<file path="src/rtl/fsm_sched_pkg.sv">
`default_nettype none
// ============================================================================
//  Module  : fsm_sched_pkg
//  Purpose : Shared state encoding, default sizes and round-robin helper for
//            the run/done engine scheduler.
//  Rev     : 1.0  initial release
// ============================================================================
package fsm_sched_pkg;

    localparam int DEF_N_REQ   = 4;
    localparam int DEF_TIMEOUT = 64;

    typedef enum logic [1:0] {
        ST_IDLE   = 2'd0,
        ST_LAUNCH = 2'd1,
        ST_WAIT   = 2'd2,
        ST_DONE   = 2'd3
    } state_t;

    // Index reached by stepping 'off' places past 'base', wrapping at 'n'.
    function automatic int rr_index(input int base, input int off, input int n);
        int k;
        k = base + off;
        if (k >= n) begin
            k = k - n;
        end
        return k;
    endfunction

endpackage
`default_nettype wire

</file>
<file path="src/rtl/fsm_run_sched_rr_pick.sv">
`default_nettype none
// ============================================================================
//  Module  : rr_pick
//  Purpose : Combinational round-robin pick. Scans requests starting at the
//            pointer and returns the first set position plus a valid flag.
//  Rev     : 1.0  initial release
// ============================================================================
module rr_pick
    import fsm_sched_pkg::*;
#(
    parameter int N_REQ = DEF_N_REQ,
    parameter int ID_W  = $clog2(DEF_N_REQ)
) (
    input  logic [N_REQ-1:0] req_i,
    input  logic [ID_W-1:0]  ptr_i,
    output logic [ID_W-1:0]  idx_o,
    output logic             valid_o
);

    logic [ID_W-1:0] cand;

    // Walk the search order backwards so the earliest position overwrites later ones.
    always_comb begin
        idx_o   = '0;
        valid_o = 1'b0;
        cand    = '0;
        for (int i = N_REQ - 1; i >= 0; i--) begin
            cand = ID_W'(rr_index(int'(ptr_i), i, N_REQ));
            if (req_i[cand]) begin
                idx_o   = cand;
                valid_o = 1'b1;
            end
        end
    end

endmodule
`default_nettype wire

</file>
<file path="src/rtl/fsm_run_sched.sv">
`default_nettype none
// ============================================================================
//  Module  : fsm_run_sched
//  Purpose : Round-robin scheduler sharing one run/done engine among N_REQ
//            requesters, with a WAIT timeout and per-requester acknowledge.
//  Rev     : 1.0  initial release
// ============================================================================
module fsm_run_sched
    import fsm_sched_pkg::*;
#(
    parameter int N_REQ   = DEF_N_REQ,
    parameter int TIMEOUT = DEF_TIMEOUT,
    parameter int ID_W    = $clog2(N_REQ),
    parameter int CNT_W   = $clog2(TIMEOUT)
) (
    input  logic             clk,
    input  logic             rst,
    input  logic [N_REQ-1:0] in_req,
    input  logic             in_done,
    output logic             out_run,
    output logic [N_REQ-1:0] out_grant,
    output logic [N_REQ-1:0] out_ack,
    output logic             out_timeout,
    output logic             out_busy,
    output logic [ID_W-1:0]  out_last_id
);

    localparam logic [CNT_W-1:0] CNT_LAST = CNT_W'(TIMEOUT - 1);
    localparam logic [ID_W-1:0]  ID_LAST  = ID_W'(N_REQ - 1);

    state_t          state_q,   state_d;
    logic [ID_W-1:0] ptr_q,     ptr_d;
    logic [ID_W-1:0] owner_q,   owner_d;
    logic [ID_W-1:0] last_id_q, last_id_d;
    logic [CNT_W-1:0] cnt_q,    cnt_d;
    logic            flag_q,    flag_d;

    logic [ID_W-1:0]  pick_idx;
    logic             pick_valid;
    logic [N_REQ-1:0] owner_oh;

    rr_pick #(
        .N_REQ (N_REQ),
        .ID_W  (ID_W)
    ) u_rr_pick (
        .req_i   (in_req),
        .ptr_i   (ptr_q),
        .idx_o   (pick_idx),
        .valid_o (pick_valid)
    );

    // State, pointer, owner, counter and completion registers.
    always_ff @(posedge clk or posedge rst) begin
        if (rst) begin
            state_q   <= ST_IDLE;
            ptr_q     <= '0;
            owner_q   <= '0;
            last_id_q <= '0;
            cnt_q     <= '0;
            flag_q    <= 1'b0;
        end else begin
            state_q   <= state_d;
            ptr_q     <= ptr_d;
            owner_q   <= owner_d;
            last_id_q <= last_id_d;
            cnt_q     <= cnt_d;
            flag_q    <= flag_d;
        end
    end

    // Next-state logic: grant in IDLE, pulse run, wait for done or timeout, acknowledge.
    always_comb begin
        state_d   = state_q;
        ptr_d     = ptr_q;
        owner_d   = owner_q;
        last_id_d = last_id_q;
        cnt_d     = cnt_q;
        flag_d    = flag_q;
        case (state_q)
            ST_IDLE: begin
                if (pick_valid) begin
                    owner_d = pick_idx;
                    flag_d  = 1'b0;
                    state_d = ST_LAUNCH;
                end
            end
            ST_LAUNCH: begin
                cnt_d   = '0;
                state_d = ST_WAIT;
            end
            ST_WAIT: begin
                // Done takes priority over a timeout landing in the same cycle.
                if (in_done) begin
                    state_d = ST_DONE;
                end else if (cnt_q == CNT_LAST) begin
                    flag_d  = 1'b1;
                    state_d = ST_DONE;
                end else begin
                    cnt_d = cnt_q + CNT_W'(1);
                end
            end
            ST_DONE: begin
                ptr_d     = (owner_q == ID_LAST) ? '0 : owner_q + ID_W'(1);
                last_id_d = owner_q;
                state_d   = ST_IDLE;
            end
            default: begin
                state_d = ST_IDLE;
            end
        endcase
    end

    // Outputs decoded purely from registered state.
    always_comb begin
        owner_oh    = N_REQ'(1) << owner_q;
        out_run     = (state_q == ST_LAUNCH);
        out_busy    = (state_q != ST_IDLE);
        out_grant   = (state_q != ST_IDLE) ? owner_oh : '0;
        out_ack     = (state_q == ST_DONE) ? owner_oh : '0;
        out_timeout = (state_q == ST_DONE) && flag_q;
        out_last_id = last_id_q;
    end

endmodule
`default_nettype wire

</file>
<file path="config.mk">
export PLATFORM = sky130hd
export DESIGN_NAME = fsm_run_sched
export DESIGN_NICKNAME = d
export VERILOG_FILES = /design/src/rtl/fsm_sched_pkg.sv /design/src/rtl/fsm_run_sched_rr_pick.sv /design/src/rtl/fsm_run_sched.sv
export SDC_FILE = /design/constraint.sdc
export NUM_CORES = 1
export LEC_CHECK = 0
export CAP_MARGIN = 10
export CELL_PAD_IN_SITES_DETAIL_PLACEMENT = 1
export CELL_PAD_IN_SITES_GLOBAL_PLACEMENT = 1
export CORE_AREA = 3 3 54 56
export CTS_CLUSTER_DIAMETER = 30
export CTS_CLUSTER_SIZE = 10
export DETAILED_ROUTE_END_ITERATION = 8
export DIE_AREA = 0 0 57 59
export PLACE_DENSITY_LB_ADDON = 0.1
export SYNTH_ARGS = -nofsm -noshare
export SYNTH_HDL_FRONTEND = slang
export SYNTH_SLANG_ARGS = --single-unit
</file>
<file path="constraint.sdc">
create_clock -name clk -period 4.1 [get_ports clk]
set_input_delay 0.41 -clock clk [delete_from_list [all_inputs] [get_ports clk]]
set_output_delay 0.41 -clock clk [all_outputs]
set_load 0.02 [all_outputs]
</file>
==> summary.md, run 1 <==
| Metric | Value |
|---|---|
| Slowest cell delay on critical path | `a little over 0.6 ns` |
| Crit path capture type | `output pin` |
| # resized after CTS | `0` |
| Maximum vdd drop | `roughly 0.39 mV` |
| Leak Pwr | `about 0.57 nW` |
| Synth Area in Adders | `11.0%` |
| Total wire length | `approximately 2200 um` |
| CP Depth | `4` |
| Post-DRT Antenna Nets | `0` |
| Hold Fails Final Rpt | `0` |
| Final worst-path cycle share | `approximately 57%` |
| R2R setup slack | `around 2.5 ns` |
| Number of global-route vias before repair | `815` |
| Inst Count DP | `between 100 and 150` |
| Post-Syn Area | `roughly 1000 um2` |
| First-pass GRT wire length | `between 3000 and 4000 um` |
| Synthesized flop and latch total | `15` |
| Fin. max-slew vios | `0` |
| CP max FO | `11` |
| Critical path arrival | `between 1.5 and 2 ns` |
| Main combinational cell family by area after synthesis | `simple AND/OR/NAND/NOR gates` |
| WL met3 | `around 80 um` |
| Top cells by count, synth | `dfrtp_1 (15), ha_1 (9), inv_1 (8)` |
| Initial antenna violation count | `0` |
| Setup CP Type | `flip-flop to output pin` |
| Initial Utilization | `between 40 and 50%` |
| Status | `finished, final reports clean` |
| EDFF count, synth | `0` |
| Worst reg-to-reg path cell count | `4` |
| Async S/R FF share, synth | `100%` |
| Die W | `approximately 57 um` |
| Hpwl dp | `between 1500 and 2000 um` |
| Cts hold-fix bufs | `0` |
| Initial DRC Count | `11` |
| Launching point of the worst reg2reg path | `state_q[0]$_DFFE_PP0P_` |
| Crit path capture | `out_grant[3]` |
| Std cell rows | `18` |
| Synth top area cells | `dfrtp_1 (37%), ha_1 (11%), mux2_2 (4.4%)` |
| Critical path buffers and inverters | `2` |
| Die area | `3360 um2` |
| Max Used Layer | `met4` |
| Fmax | `roughly 0.43 GHz` |
| RSZ-0062 raised after global routing | `no` |
| Vias | `approximately 810` |
| Hold slack | `about 0.47 ns` |
| CP Launch Point | `state_q[0]$_DFFE_PP0P_` |
| Htree depth | `1` |
| Placeable Area | `around 2500 um2` |
| IO Pins | `20` |
| Post-Layout Cell Count | `about 150` |
| Net Count, Synth | `116` |
| Die H | `slightly below 60 um` |
| Cell-internal power | `0.466 mW` |
| Area share of the largest cell type after synthesis | `~37%` |
| Count of different cell masters after synthesis | `33` |
| Maxcap violations | `0` |
| Multi-input combinational cell area | `roughly 610 um2` |
| N_diodes | `0` |
| P&R area growth vs syn | `23.7%` |
| Final period demand of the worst path | `approximately 2.3 ns` |
| Syn. warnings | `0` |
| Worst EP required | `~3.7 ns` |
| Routability cong. | `0.717` |
| Synth Flop Type | `dfrtp_1` |
| Clock power share | `11.1%` |
| Final nets | `between 100 and 150` |
| Post-synthesis mux area share | `about 8.3%` |
| PortBufs | `19` |
| TritonCTS Buffers | `3` |
| FF+latch area | `~380 um2` |
| Cell family with most CP delay | `buffers and inverters` |
| Pre-antenna DRT Iters | `2` |
| Crit path cell chain | `inv_1 > ha_1 > nor2b_1 > clkdlybuf4s50_1` |
| Net Sw Frac | `about 42%` |
| Psw | `roughly 0.34 mW` |
| Reg2reg end | `owner_q[0]$_DFFE_PP0P_` |
| Root buffer cell | `clkbuf_4` |
| Most frequent cell after synthesis | `dfrtp_1` |
| Avg Cell Area, Syn | `10.3 um2` |
| Post-synthesis sequential area ratio | `between 30% and 40%` |
| Seq pwr share | `31.3%` |
| CTS tree | `done` |
| Metal-1 WL | `~930 um` |
| Via density | `roughly 5.4` |
| CP max-delay cell | `clkdlybuf4s50_1` |
| Worst-margin pin slew | `approximately 0.60 ns` |
| Grt total ovfl | `0` |
| CP Launch Type | `flip-flop` |
| Final setup TNS | `0 ns` |
| Post-CTS setup buffer count | `0` |
| Setup Skew | `around 0.0023 ns` |
| Simple-Gate Fraction of Synth Area | `20.7%` |
| Synth Area in Compound Gates | `between 10% and 20%` |
| Worst skew pair latency | `a little under 0.3 ns` |
| Gate power share | `around 58%` |
| Routed wl met2 | `approximately 1100 um` |
| Clock transition at the registers of the reported paths | `about 0.090 ns` |
| Hold Crit Class | `input port to async pin` |
| Synth Instances | `100` |
| Pwr per Cell Area | `634 nW/um2` |
| # DRC | `0` |
| Synth area leader | `dfrtp_1` |
| Layout cell share with drive strength beyond 1 | `13.2%` |
| Post-Synth XOR/XNOR Area | `0%` |
| Total track usage | `between 10% and 20%` |
| Drt wl/cell | `between 10 and 15 um` |
| CTS Buffer Depth | `2` |
| Final Setup Violations | `0` |
| Worst rel slew slack | `between 50 and 60%` |
| CTS sink count | `15` |
| Largest net degree at the start of global routing | `16` |
| Fillers | `282` |
==> power groups by stage <==
stage               logic, mW  clock network [mW]  registers [mW]
floorplan               0.312                   0           0.254
global placement        0.458                   0           0.254
detailed placement      0.469                   0           0.258
CTS                     0.472              0.0970           0.254
global route            0.516               0.104           0.261
finish                  0.463              0.0891           0.252
==> cell families after synthesis <==
logic type,after synthesis
flops,15
mux,8
compound gates,22
fa+ha+maj,9
buf+inv,10
simple gates,36
==> through the flow <==
step           cell area [um2]  util (%)  setup slack (ns)  power [mW]
6_report                  1270      51.2              1.76       0.804
5_1_grt                   1270      51.2              1.65       0.882
4_1_cts                   1270      51.2              1.72       0.823
3_5_place_dp              1240      50.2              2.07       0.727
3_3_place_gp              1240      50.2              2.14       0.713
2_1_floorplan             1030         -              2.54       0.566
==> metal layers <==
layer | global-route usage [%] | up-vias
met4 | 8.94 | 0
li1 | - | 397
met1 | 16.3 | 396
met2 | 26.4 | 16
met5 | 0 | -
met3 | 2.83 | 5
==> placed cells by master, fill, tap and decap left out, drive strengths merged <==
cell and count:
and2b 1, mux2i 4, o21ai 4, a211o 1, a31oi 3, and4b 2
and3 1, clkbuf 4, o211ai 4, ha 9, nor4 1, dfrtp 15
and3b 1, mux2 4, a211oi 1, o41ai 2, nor2 4, nand2b 4
inv 8, o31ai 1, and2 5, nand3 4, a31o 1, a21oi 3
nand2 8, a311oi 1, clkdlybuf4s50 19, nor2b 5, a21bo 1
==> layout make-up <==
class                      instances  area share, %
clock buffer                       4           2.07
inverter                           8           2.37
timing repair buffer              19           15.0
multi-input combinational         75           48.0
tap                               30           2.96
sequential                        15           29.6
==> registers in the layout, indices dropped and copies added (netlist names) <==
signal,flops
flag_q,1
ptr_q,2
state_q,2
out_last_id,2
owner_q,2
cnt_q,6
==> worst min-delay path by stage <==
| stage | startpoint | to | slack (ns) | cells past startpoint |
|---|---|---|---|---|
| 2_1_floorplan | rst | cnt_q[0]$_DFFE_PP0P_ | 0.31 | 1 |
| 3_3_place_gp | flag_q$_DFFE_PP0P_ | flag_q$_DFFE_PP0P_ | 0.47 | 2 |
| 3_5_place_dp | out_last_id[1]$_DFFE_PP0P_ | out_last_id[1]$_DFFE_PP0P_ | 0.50 | 1 |
| 4_1_cts | rst | cnt_q[1]$_DFFE_PP0P_ | 0.48 | 2 |
| 5_1_grt | rst | owner_q[0]$_DFFE_PP0P_ | 0.52 | 2 |
| 6_report | rst | cnt_q[1]$_DFFE_PP0P_ | 0.47 | 2 |
Power figures use the tool's default switching activity.
==> run 2: changes to the inputs <==
- CORE_AREA: 3 3 54 56 -> 3 3 59 61
- DIE_AREA: 0 0 57 59 -> 0 0 62 64
- clock period: 4.1 -> 2.1 ns (I/O delays scaled with it)
==> summary.md, run 2 (synthesis gave the netlist of run 1 again) <==
| Metric | Value |
|---|---|
| Biggest register | `cnt_q (unchanged)` |
| CP max FO | `9 (was 11)` |
| Fillers | `346 (was 282)` |
| TritonCTS Buffers | `3 (unchanged)` |
| Fin. max-slew vios | `0 (unchanged)` |
| Max reg flops | `6 (unchanged)` |
| Die area | `3970 um2 (was 3360 um2)` |
| Number of global-route vias before repair | `840 (was 815)` |
| Drt wl/cell | `13.6 um (was 14.5 um)` |
| N_diodes | `0 (unchanged)` |
| Inst Count DP | `162 (was 147)` |
| Cts hold-fix bufs | `0 (unchanged)` |
| Vias | `839 (was 814)` |
| Hold slack | `0.290 ns (was 0.473 ns)` |
| Total track usage | `13.2% (was 14.8%)` |
| Leak Pwr | `0.634 nW (was 0.569 nW)` |
| Worst-margin pin slew | `0.619 ns (was 0.601 ns)` |
| Maximum vdd drop | `0.470 mV (was 0.387 mV)` |
| Status | `finished, final reports clean (unchanged)` |
| Post-Layout Cell Count | `166 (was 151)` |
| CTS tree | `done (unchanged)` |
| Slowest cell delay on critical path | `0.59 ns (was 0.61 ns)` |
| Die W | `62 um (was 57 um)` |
| Initial Utilization | `33.9% (was 41.4%)` |
| Routability cong. | `0.753 (was 0.717)` |
| RSZ-0062 raised after global routing | `yes (was no)` |
| First-pass GRT wire length | `3940 um (was 3770 um)` |
| Placeable Area | `3030 um2 (was 2480 um2)` |
| Pwr per Cell Area | `1210 nW/um2 (was 634 nW/um2)` |
| Hpwl dp | `1750 um (was 1700 um)` |
| IO Pins | `20 (unchanged)` |
| CTS Buffer Depth | `2 (unchanged)` |
| Crit path capture type | `output pin (unchanged)` |
| Worst skew pair latency | `0.28 ns (was 0.29 ns)` |
| Htree depth | `1 (unchanged)` |
| Grt total ovfl | `0 (unchanged)` |
| R2R setup slack | `0.49 ns (was 2.46 ns)` |
| Cell family with most CP delay | `buffers and inverters (unchanged)` |
| Commonest cells after routing, fill and taps aside | `dfrtp_1 (15), clkdlybuf4s50_1 (15), inv_1 (8), ha_1 (8), nand2_1 (7) (was clkdlybuf4s50_1 (19), dfrtp_1 (15), ha_1 (9))` |
| Total wire length | `2250 um (was 2190 um)` |
| Clock transition at the registers of the reported paths | `0.09 ns (about the same)` |
| Post-DRT Antenna Nets | `0 (unchanged)` |
| Layout cell share with drive strength beyond 1 | `14.8% (was 13.2%)` |
| CP max-delay cell | `clkdlybuf4s50_1 (unchanged)` |
| P&R area growth vs syn | `27.3% (was 23.7%)` |
| Initial DRC Count | `23 (was 11)` |
| Crit path cell chain | `ha_2 > and2_1 > clkdlybuf4s50_1 (was inv_1 > ha_1 > nor2b_1 > clkdlybuf4s50_1)` |
| Layout Utilization | `43.1% (was 51.2%)` |
| Worst rel slew slack | `58.7% (was 59.9%)` |
| CP Launch Type | `flip-flop (unchanged)` |
| Hold Crit Class | `input port to async pin (unchanged)` |
| Critical path buffers and inverters | `1 (was 2)` |
| Critical path arrival | `1.76 ns (was 1.93 ns)` |
| Final nets | `139 (was 138)` |
| Final Setup Violations | `0 (unchanged)` |
| Final period demand of the worst path | `1.97 ns` |
| Maxcap violations | `0 (unchanged)` |
| Via density | `5.05 (was 5.39)` |
| Setup Skew | `0.000310 ns (was 0.00225 ns)` |
| # DRC | `0 (unchanged)` |
| Setup CP Type | `flip-flop to output pin (unchanged)` |
| Largest net degree at the start of global routing | `16 (unchanged)` |
| Std cell rows | `20 (was 18)` |
| Final worst-path cycle share | `about 94%` |
| PortBufs | `19 (unchanged)` |
| CTS sink count | `15 (unchanged)` |
| Initial antenna violation count | `0 (unchanged)` |
| Pre-antenna DRT Iters | `2 (unchanged)` |
| Die H | `64 um (was 59 um)` |
| Fmax | `0.507 GHz` |
| Root buffer cell | `clkbuf_4 (unchanged)` |
| Hold Fails Final Rpt | `0 (unchanged)` |
| Worst EP required | `1.89 ns (was 3.69 ns)` |
run 2: cell count changes in the layout (fill, tap and decap cells not counted):
cell	previous run	this run
dlymetal6s2s_1	0	4
ha_1	9	8
buf_4	0	1
clkdlybuf4s50_1	19	15
ha_2	0	1
run 2: power breakdown:
group | switching, mW | total, mW | internal (mW)
clock | 0.0990 | 0.173 | 0.0738
combinational | 0.461 | 0.915 | 0.454
sequential | 0.107 | 0.498 | 0.391
total | 0.667 | 1.59 | 0.918
run 2: final cells by class:
class	count	area (um2)	area share, %
multi-input combinational	75	612	46.8
sequential	15	375	28.7
tap	44	55.1	4.21
clock buffer	4	26.3	2.01
inverter	8	30.0	2.30
timing repair buffer	20	208	15.9
run 2: what timing repair did:
action / 4_1_cts / 5_1_grt
buffers inserted: 0 / 0
gates resized for setup: 0 / 5
setup endpoints to repair: 0 / 9
run 2: metal layers:
layer	part of all wire (%)	vias up	routed length (um)	GRT usage, %
met1	43	418	976	16.4
met3	3.6	4	80	1.82
li1	-	403	-	-
met4	1.2	0	26	4.77
met5	0	-	0	0
met2	52	14	1170	22.3
run 2: path summary, 6_finish.rpt:
path | startpoint | endpoint | cells after the start
max in group asynchronous | rst | out_last_id[1]$_DFFE_PP0P_ | 2
worst min-delay path | rst | cnt_q[2]$_DFFE_PP0P_ | 2
worst min register to register | out_last_id[0]$_DFFE_PP0P_ | out_last_id[0]$_DFFE_PP0P_ | 1
worst max-delay path | state_q[1]$_DFFE_PP0P_ | out_ack[2] | 3
min in group clk | out_last_id[0]$_DFFE_PP0P_ | out_last_id[0]$_DFFE_PP0P_ | 1
worst max register to register | state_q[0]$_DFFE_PP0P_ | owner_q[0]$_DFFE_PP0P_ | 5
run 2: through the flow:
| stage | setup WS, ns | area (um2) | TNS (ns) | power, mW |
|---|---|---|---|---|
| floorplan | 0.740 | 1030 | 0 | 1.10 |
| global placement | 0.384 | 1270 | 0 | 1.42 |
| detailed placement | 0.336 | 1270 | 0 | 1.44 |
| CTS | 0.00452 | 1290 | 0 | 1.63 |
| global route | -0.000826 | 1310 | -0.000826 | 1.75 |
| finish | 0.126 | 1310 | 0 | 1.59 |
==> run 3: changes to the inputs <==
- SETUP_SLACK_MARGIN: unset -> 0.1
- SLEW_MARGIN: unset -> 20
==> summary.md, run 3 (synthesis gave the netlist of run 1 again) <==
| Metric | Value |
|---|---|
| Status | `finished, final reports clean (unchanged)` |
| Final Setup Violations | `0 (unchanged)` |
| Total track usage | `13.2% (unchanged)` |
| Hpwl dp | `1750 um (unchanged)` |
| Most common cell after layout, fill and taps aside | `dfrtp_1` |
| Via density | `5.04 (was 5.05)` |
| Maximum vdd drop | `0.464 mV (was 0.470 mV)` |
| IO Pins | `20 (unchanged)` |
| Drt wl/cell | `13.5 um (was 13.6 um)` |
| Hold Fails Final Rpt | `0 (unchanged)` |
| # resized after CTS | `5 (was 0)` |
| Cts hold-fix bufs | `0 (unchanged)` |
| Htree depth | `1 (unchanged)` |
| # DRC | `0 (unchanged)` |
| Std cell rows | `20 (unchanged)` |
| Total wire length | `2250 um (about the same)` |
| Maxcap violations | `0 (unchanged)` |
| Vias | `837 (was 839)` |
| Final nets | `139 (unchanged)` |
| Hold Crit Class | `input port to async pin (unchanged)` |
| Fillers | `343 (was 346)` |
| Commonest cells after routing, fill and taps aside | `dfrtp_1 (13), clkdlybuf4s50_1 (12), inv_1 (8) (was dfrtp_1 (15), clkdlybuf4s50_1 (15), inv_1 (8), ha_1 (8), nand2_1 (7))` |
| TritonCTS Buffers | `3 (unchanged)` |
| Pre-antenna DRT Iters | `4 (was 2)` |
| First-pass GRT wire length | `3940 um (unchanged)` |
| Critical path arrival | `1.70 ns (was 1.76 ns)` |
| Initial Utilization | `33.9% (unchanged)` |
| Die W | `62 um (unchanged)` |
| Worst-margin pin slew | `0.616 ns (was 0.619 ns)` |
| FF+latch area | `378 um2 (was 375 um2)` |
| Clock transition at the registers of the reported paths | `0.09 ns (about the same)` |
| CP Launch Type | `flip-flop (unchanged)` |
| Slack of the critical path | `0.186 ns (was 0.126 ns)` |
| Layout cell share with drive strength beyond 1 | `17.2% (was 14.8%)` |
| Initial DRC Count | `22 (was 23)` |
| Max reg flops | `6 (unchanged)` |
| Largest net degree at the start of global routing | `16 (unchanged)` |
| Root buffer cell | `clkbuf_4 (unchanged)` |
| RSZ-0062 raised after global routing | `yes (unchanged)` |
| Post-CTS setup buffer count | `0 (unchanged)` |
| Routability cong. | `0.753 (unchanged)` |
| PortBufs | `19 (unchanged)` |
| Fin. max-slew vios | `0 (unchanged)` |
| Post-Layout Cell Count | `166 (unchanged)` |
| Worst rel slew slack | `58.9% (was 58.7%)` |
| Initial antenna violation count | `0 (unchanged)` |
| Placeable Area | `3030 um2 (unchanged)` |
| CTS sink count | `15 (unchanged)` |
| Setup Skew | `0.00322 ns (was 0.000310 ns)` |
| Pwr per Cell Area | `1210 nW/um2 (about the same)` |
| Die H | `64 um (unchanged)` |
| Leak Pwr | `0.625 nW (was 0.634 nW)` |
| Die area | `3970 um2 (unchanged)` |
| P&R area growth vs syn | `28.0% (was 27.3%)` |
| Crit path capture type | `output pin (unchanged)` |
| Fmax | `0.522 GHz (was 0.507 GHz)` |
| Biggest register | `cnt_q (unchanged)` |
| N_diodes | `0 (unchanged)` |
| Setup CP Type | `flip-flop to output pin (unchanged)` |
| Final setup TNS | `0 ns (unchanged)` |
| Post-DRT Antenna Nets | `0 (unchanged)` |
| Grt total ovfl | `0 (unchanged)` |
| Inst Count DP | `162 (unchanged)` |
| Final period demand of the worst path | `1.91 ns (was 1.97 ns)` |
| Setup slack at placement | `0.336 ns (unchanged)` |
| Multi-input combinational cell area | `624 um2 (was 612 um2)` |
| Final worst-path cycle share | `91.1% (was 94.0%)` |
| CTS Buffer Depth | `2 (unchanged)` |
| CP max FO | `6 (was 9)` |
| Worst EP required | `1.89 ns (about the same)` |
| Worst skew pair latency | `0.28 ns (about the same)` |
| Number of global-route vias before repair | `840 (unchanged)` |
| CTS tree | `done (unchanged)` |
==> run 3: path summary, 6_finish.rpt <==
check	startpoint	to	slack, ns	cells past startpoint
min in group clk	out_last_id[0]$_DFFE_PP0P_	out_last_id[0]$_DFFE_PP0P_	0.52	1
max in group asynchronous	rst	state_q[1]$_DFFE_PP0P_	1.37	2
worst min register to register	out_last_id[0]$_DFFE_PP0P_	out_last_id[0]$_DFFE_PP0P_	0.52	1
worst max register to register	state_q[0]$_DFFE_PP0P_	owner_q[0]$_DFFE_PP0P_	0.53	5
worst min-delay path	rst	cnt_q[2]$_DFFE_PP0P_	0.29	2
worst max-delay path	owner_q[0]$_DFFE_PP0P_	out_ack[2]	0.19	4
==> run 3: routing by layer <==
layer | share of wire, % | track usage (%)
met1 | 42 | 16.4
met2 | 53 | 22.3
met3 | 4.1 | 1.82
met4 | 0.49 | 4.77
met5 | 0 | 0
==> run 3: area by class of cell <==
class	instances	share of cell area (%)
Clock buffer	4	2.00
Inverter	8	2.29
Multi-Input combinational cell	75	47.5
Sequential cell	15	28.8
Tap cell	44	4.19
Timing Repair Buffer	20	15.2
==> run 3: worst max-delay path: stages, from the launching register on <==
cell,delay [ns]
dfrtp_2,0.46
inv_1,0.09
ha_1,0.15
and2_1,0.12
clkdlybuf4s50_1,0.59
==> run 3: report_power, final <==
| group | leakage [nW] | total, mW | switching (mW) | internal, mW |
|---|---|---|---|---|
| registers | 0.190 | 0.511 | 0.116 | 0.394 |
| clock network | 0.0150 | 0.169 | 0.0952 | 0.0737 |
| logic | 0.420 | 0.904 | 0.461 | 0.443 |
==> run 3: through the flow <==
stage                     power (mW)  util (%)  hold slack [ns]  area (um2)
final                           1.58      43.4            0.292        1310
after global routing            1.76      43.4            0.336        1310
after CTS                       1.60      42.6            0.316        1290
after detailed placement        1.44      41.9            0.499        1270
after global placement          1.42      41.9            0.488        1270
after floorplan                 1.10         -            0.111        1030
